File: src/rtl/apb_req_arbiter.sv
// Round-robin arbiter sharing one APB master port between two local requesters.
// Optional: define APB_TIMEOUT_EN to abort ACCESS after TIMEOUT_CYCLES cycles without PREADY.
module apb_req_arbiter #(
    parameter int unsigned ADDR_W         = 32,
    parameter int unsigned DATA_W         = 32,
    parameter int unsigned TIMEOUT_CYCLES = 16
) (
    input  logic              PCLK,
    input  logic              PRESETn,
    input  logic              req0,
    input  logic              req1,
    input  logic              we0,
    input  logic              we1,
    input  logic [ADDR_W-1:0] addr0,
    input  logic [ADDR_W-1:0] addr1,
    input  logic [DATA_W-1:0] wdata0,
    input  logic [DATA_W-1:0] wdata1,
    output logic              done0,
    output logic              done1,
    output logic [DATA_W-1:0] rdata0,
    output logic [DATA_W-1:0] rdata1,
    output logic              err0,
    output logic              err1,
    output logic              busy,
    output logic              PSEL,
    output logic              PENABLE,
    output logic              PWRITE,
    output logic [ADDR_W-1:0] PADDR,
    output logic [DATA_W-1:0] PWDATA,
    input  logic [DATA_W-1:0] PRDATA,
    input  logic              PREADY
);

    typedef enum logic [1:0] {StIdle, StSetup, StAccess} state_e;

    state_e              state_q, state_d;
    logic                grant_q, grant_d;
    logic                last_grant_q, last_grant_d;
    logic                pwrite_q, pwrite_d;
    logic [ADDR_W-1:0]   paddr_q, paddr_d;
    logic [DATA_W-1:0]   pwdata_q, pwdata_d;
    logic                done0_q, done0_d;
    logic                done1_q, done1_d;
    logic [DATA_W-1:0]   rdata0_q, rdata0_d;
    logic [DATA_W-1:0]   rdata1_q, rdata1_d;
    logic                req0_elig, req1_elig;
    logic                winner;

`ifdef APB_TIMEOUT_EN
    localparam int unsigned CntW = $clog2(TIMEOUT_CYCLES + 1);

    logic [CntW-1:0] tmo_cnt_q, tmo_cnt_d;
    logic            err0_q, err0_d;
    logic            err1_q, err1_d;
    logic            tmo_hit;

    assign tmo_hit = (tmo_cnt_q == CntW'(TIMEOUT_CYCLES - 1));
    assign err0    = err0_q;
    assign err1    = err1_q;
`else
    logic unused_timeout_cfg;
    assign unused_timeout_cfg = ^TIMEOUT_CYCLES;
    assign err0 = 1'b0;
    assign err1 = 1'b0;
`endif

    // A port whose done is showing still holds req; mask it so it is not issued twice.
    assign req0_elig = req0 & ~done0_q;
    assign req1_elig = req1 & ~done1_q;

    always_comb begin
        state_d      = state_q;
        grant_d      = grant_q;
        last_grant_d = last_grant_q;
        pwrite_d     = pwrite_q;
        paddr_d      = paddr_q;
        pwdata_d     = pwdata_q;
        rdata0_d     = rdata0_q;
        rdata1_d     = rdata1_q;
        done0_d      = 1'b0;
        done1_d      = 1'b0;
        winner       = 1'b0;
`ifdef APB_TIMEOUT_EN
        err0_d       = 1'b0;
        err1_d       = 1'b0;
        tmo_cnt_d    = tmo_cnt_q;
`endif
        unique case (state_q)
            StIdle: begin
                if (req0_elig || req1_elig) begin
                    winner   = (req0_elig && req1_elig) ? ~last_grant_q : req1_elig;
                    grant_d  = winner;
                    pwrite_d = winner ? we1 : we0;
                    paddr_d  = winner ? addr1 : addr0;
                    pwdata_d = winner ? wdata1 : wdata0;
                    state_d  = StSetup;
                end
            end
            StSetup: begin
                state_d = StAccess;
`ifdef APB_TIMEOUT_EN
                tmo_cnt_d = '0;
`endif
            end
            StAccess: begin
                if (PREADY) begin
                    if (!pwrite_q) begin
                        if (grant_q) rdata1_d = PRDATA;
                        else         rdata0_d = PRDATA;
                    end
                    done0_d      = ~grant_q;
                    done1_d      = grant_q;
                    last_grant_d = grant_q;
                    state_d      = StIdle;
                end
`ifdef APB_TIMEOUT_EN
                else if (tmo_hit) begin
                    done0_d      = ~grant_q;
                    done1_d      = grant_q;
                    err0_d       = ~grant_q;
                    err1_d       = grant_q;
                    last_grant_d = grant_q;
                    state_d      = StIdle;
                end else begin
                    tmo_cnt_d = tmo_cnt_q + CntW'(1);
                end
`endif
            end
            default: state_d = StIdle;
        endcase
    end

    always_ff @(posedge PCLK) begin
        if (!PRESETn) begin
            state_q      <= StIdle;
            grant_q      <= 1'b0;
            last_grant_q <= 1'b1;
            pwrite_q     <= 1'b0;
            paddr_q      <= '0;
            pwdata_q     <= '0;
            rdata0_q     <= '0;
            rdata1_q     <= '0;
            done0_q      <= 1'b0;
            done1_q      <= 1'b0;
`ifdef APB_TIMEOUT_EN
            err0_q       <= 1'b0;
            err1_q       <= 1'b0;
            tmo_cnt_q    <= '0;
`endif
        end else begin
            state_q      <= state_d;
            grant_q      <= grant_d;
            last_grant_q <= last_grant_d;
            pwrite_q     <= pwrite_d;
            paddr_q      <= paddr_d;
            pwdata_q     <= pwdata_d;
            rdata0_q     <= rdata0_d;
            rdata1_q     <= rdata1_d;
            done0_q      <= done0_d;
            done1_q      <= done1_d;
`ifdef APB_TIMEOUT_EN
            err0_q       <= err0_d;
            err1_q       <= err1_d;
            tmo_cnt_q    <= tmo_cnt_d;
`endif
        end
    end

    assign busy    = (state_q != StIdle);
    assign PSEL    = (state_q != StIdle);
    assign PENABLE = (state_q == StAccess);
    assign PWRITE  = pwrite_q;
    assign PADDR   = paddr_q;
    assign PWDATA  = pwdata_q;
    assign done0   = done0_q;
    assign done1   = done1_q;
    assign rdata0  = rdata0_q;
    assign rdata1  = rdata1_q;

endmodule

File: config.mk
export PLATFORM = sky130hd
export DESIGN_NAME = apb_req_arbiter
export DESIGN_NICKNAME = d
export VERILOG_FILES = /design/src/rtl/apb_req_arbiter.sv
export SDC_FILE = /design/constraint.sdc
export NUM_CORES = 1
export LEC_CHECK = 0
export ABC_AREA = 0
export CORE_ASPECT_RATIO = 1.5
export CORE_MARGIN = 2
export CORE_UTILIZATION = 30
export DETAILED_ROUTE_END_ITERATION = 8
export HOLD_SLACK_MARGIN = 0.03
export PLACE_DENSITY = 0.65
export SLEW_MARGIN = 20
export SYNTH_ARGS = -nofsm -noshare
export SYNTH_HDL_FRONTEND = slang
export SYNTH_SLANG_ARGS = --single-unit
File: constraint.sdc
create_clock -name PCLK -period 1.9 [get_ports PCLK]
set_clock_uncertainty 0.15 [all_clocks]
set_input_delay 0.38 -clock PCLK [delete_from_list [all_inputs] [get_ports PCLK]]
set_output_delay 0.38 -clock PCLK [all_outputs]
set_load 0.05 [all_outputs]
==> results.py <==
metrics = {
    "power_and_ir_drop": {
        "total_power_mw": 8.449,
        "netSwitchingPower_mw": 2.670,
        "p_comb_frac": 0.244,
        "power.density_mw_per_mm2": 946.4,
        "seq_power_share": 0.373,
        "peakVddDrop_mv": 0.4423,
        "internal-power_mw": 5.779,
        "leakagePower_nw": 3.902,
        "swShare": 0.3160,
        "pwr-share-clk": 0.384,
    },
    "placed_design": {
        "dp_hpwl_um": 11910,
        "io_buffers": 300,
        "gp_congestion": 0.7554,
        "pre_cts_slack_ns": -0.1646,
    },
    "global_routing": {
        "first_global_vias": 5363,
        "met3_usage": 0.05976,
        "overflow": 0,
        "grt.busiest_layer": "met2",
        "met1_usage": 0.1954,
        "antenna_found_initial": 0,
        "met2_usage": 0.3046,
        "grtUsageTotal": 0.1752,
        "grt_max_degree": 124,
        "grt_pass1_wl_um": 26770,
    },
    "timing": {
        "timing.final.ws_setup_ns": 0.06677,
        "holdWs_ns": 0.3014,
        "hold_violations": 0,
        "rsz0062_at_grt": "no",
        "fmax_mhz": 545.5,
        "period_needed_ns": 1.833,
        "finalCritPeriodShare": 0.9649,
        "setup-violations-final": 0,
        "slew_headroom": 0.6627,
        "worst_pin_slew_ns": 0.5059,
        "final-max-slew-violation-count": 0,
    },
    "finish": {
        "fillers": 1710,
        "n_antenna_cell": 0,
        "layout-area-overhead-vs-synth_pct": 65.12,
        "drive_gt1_frac": 0.1985,
        "layout.nets": 1116,
        "multi_input_area_mm2": 0.002400,
        "regArea_mm2": 0.002703,
    },
    "die": {
        "initial_core_util": 0.3039,
        "die_w_um": 113.6,
        "die_h_um": 168.4,
        "row_count": 60,
        "die_area_mm2": 0.01913,
        "core_mm2": 0.01779,
        "ios": 303,
    },
    "worst_setup_path": {
        "r2r-start": "state_q[1]$_SDFFE_PN0P_",
        "worstSetupStartpointType": "register",
        "cp-startpoint": "state_q[1]$_SDFFE_PN0P_",
        "path_max_fanout": 4,
        "cp-end-kind": "primary output",
        "cp_data_arrival_time_ns": 1.30,
        "r2r_setup_slack_ns": 0.26,
        "required_ns": 1.37,
        "criticalPathCategory": "register to primary output",
    },
    "detailed_routing": {
        "routed_wl_um": 16920,
        "dr.first_iter.drc_count": 347,
        "vias": 5559,
        "viasPerCell": 4.715,
        "firstDrtPassIters": 4,
        "drtAntennaViolNets": 0,
        "post_drt_wl_per_cell_um": 14.35,
        "drc": 0,
    },
    "cts": {
        "numCtsBuffers": 17,
        "clock_sinks": 135,
        "cts_buffer_depth": 2,
        "clk_latency_ns": 0.40,
        "path_clk_slew_ns": 0.06,
        "htreeDepth": 4,
        "cts_tree": "yes",
        "cts_root_buffer": "clkbuf_16",
    },
    "worst_hold_path": {
        "worstHoldStart": "rdata0[26]$_SDFFE_PN0P_",
        "hold_class": "register to register",
    },
    "yosys": {
        "ys_seq_elements": 135,
        "synth.distinct_cells": 23,
        "synthCells": 672,
        "yosysSeqAreaShare": 0.4999,
        "synth_area_mm2": 0.005406,
        "avgSynthCellArea_um2": 8.045,
        "yosys_warnings": 0,
    },
    "run_status": {
        "status": "completed",
    },
    "run": {
        "maxCapViolations": 0,
    },
}
[synth_stat cells]
library cell / count / area share
a31oi_1: 65 / 0.075
and2_1: 2 / 0.0023
and4_1: 1 / 0.0016
buf_1: 2 / 0.0014
buf_2: 19 / 0.018
buf_4: 9 / 0.012
buf_6: 3 / 0.0062
clkbuf_1: 26 / 0.018
clkbuf_2: 3 / 0.0028
conb_1: 1 / 0.00069
dfxtp_1: 135 / 0.50
mux2i_1: 35 / 0.065
nand2_1: 229 / 0.16
nand3_1: 32 / 0.030
nand3b_1: 2 / 0.0028
nor2_1: 2 / 0.0014
nor2b_1: 5 / 0.0058
nor3_4: 1 / 0.0030
nor3b_1: 1 / 0.0014
o21ai_0: 78 / 0.072
o21ai_1: 19 / 0.018
o21ba_4: 1 / 0.0030
or2_1: 1 / 0.0012
[through the flow]
step                      utilization  setup TNS, ns  cells  cell area, µm²
after floorplan                     -              0    673            5410
after global placement         0.4691         -8.779   1147            8346
after detailed placement       0.4691         -11.26   1147            8346
after CTS                      0.5016              0   1179            8925
after global routing           0.5018              0   1179            8927
final                          0.5018              0   1179            8927
[state kept, by name, summed over array words and instances, names as in the netlist]
name and cells:
state_q 2, PADDR 32, done0 1, rdata1 32
grant_q 1, done1 1, rdata0 32, PWDATA 32
PWRITE 1, last_grant_q 1
[per-layer routing]
| layer | vias to the layer above | routed length (µm) |
|---|---|---|
| met2 | 220 | 8390 |
| met3 | 25 | 1297 |
| met4 | 0 | 434 |
| met1 | 2479 | 6796 |
| li1 | 2835 | - |
| met5 | - | 0 |
[power by group through the flow]
stage	clock, mW	sequential (mW)	combinational, mW
final	3.24	3.15	2.06
after global routing	3.45	3.17	2.20
after CTS	3.33	3.15	2.08
after detailed placement	0	3.21	2.07
after global placement	0	3.21	2.07
after floorplan	0	3.86	0.549
[final cells by class]
type	instances	share of cell area
tap	217	0.03041
multi-input combinational	476	0.2688
timing repair buffer	319	0.3331
clock inverter	14	0.01682
sequential	135	0.3027
clock buffer	18	0.04807
[critical path, cell delays in order, from the launching register on]
cell     delay, ns
dfxtp_1       0.34
or2_4         0.26
buf_4         0.16
buf_12        0.14
[logic make-up (layout without fill, tap and decap cells)]
group | count (synthesis) | after routing | share of synthesized area
buffers and inverters | 62 | 351 | 0.05855
DFF | 135 | 135 | 0.4999
muxes | 35 | 35 | 0.06480
and+or+nand+nor | 276 | 276 | 0.2081
AOI/OAI and AO/OA | 163 | 163 | 0.1680
other | 1 | 2 | 0.0006936
[worst paths after layout]
| path | end | cells past startpoint |
|---|---|---|
| max | busy | 3 |
| min | rdata0[26]$_SDFFE_PN0P_ | 2 |
| max reg2reg | PWDATA[3]$_SDFFE_PN0P_ | 5 |
| min reg2reg | rdata0[26]$_SDFFE_PN0P_ | 2 |
[cells in the final DEF (no fill, tap or decap)]
cell and n:
nand2_1 227, and2_1 1, conb_1 2, inv_6 2
nor2_1 2, and2_2 1, bufinv_16 2, buf_4 140
o21ai_1 19, nand3b_1 2, mux2i_1 35, and4_1 1
or2_4 1, clkinv_2 3, o21ai_0 78, clkdlybuf4s50_1 165
nor3_4 1, clkinv_4 4, clkbuf_16 17, clkinvlp_4 3
buf_12 13, buf_6 1, nand3_1 32, nor3b_1 1
nand2_2 2, dfxtp_1 135, o21ba_4 1, a31oi_1 65
clkbuf_1 1, nor2b_1 5
[what timing repair did]
action / CTS / global route
hold buffers: 0 / 0
endpoints found under the setup margin: 0 / 2
buffers inserted: 0 / 0
resized for setup: 0 / 1
No activity file was read; power rests on OpenSTA's default activity.
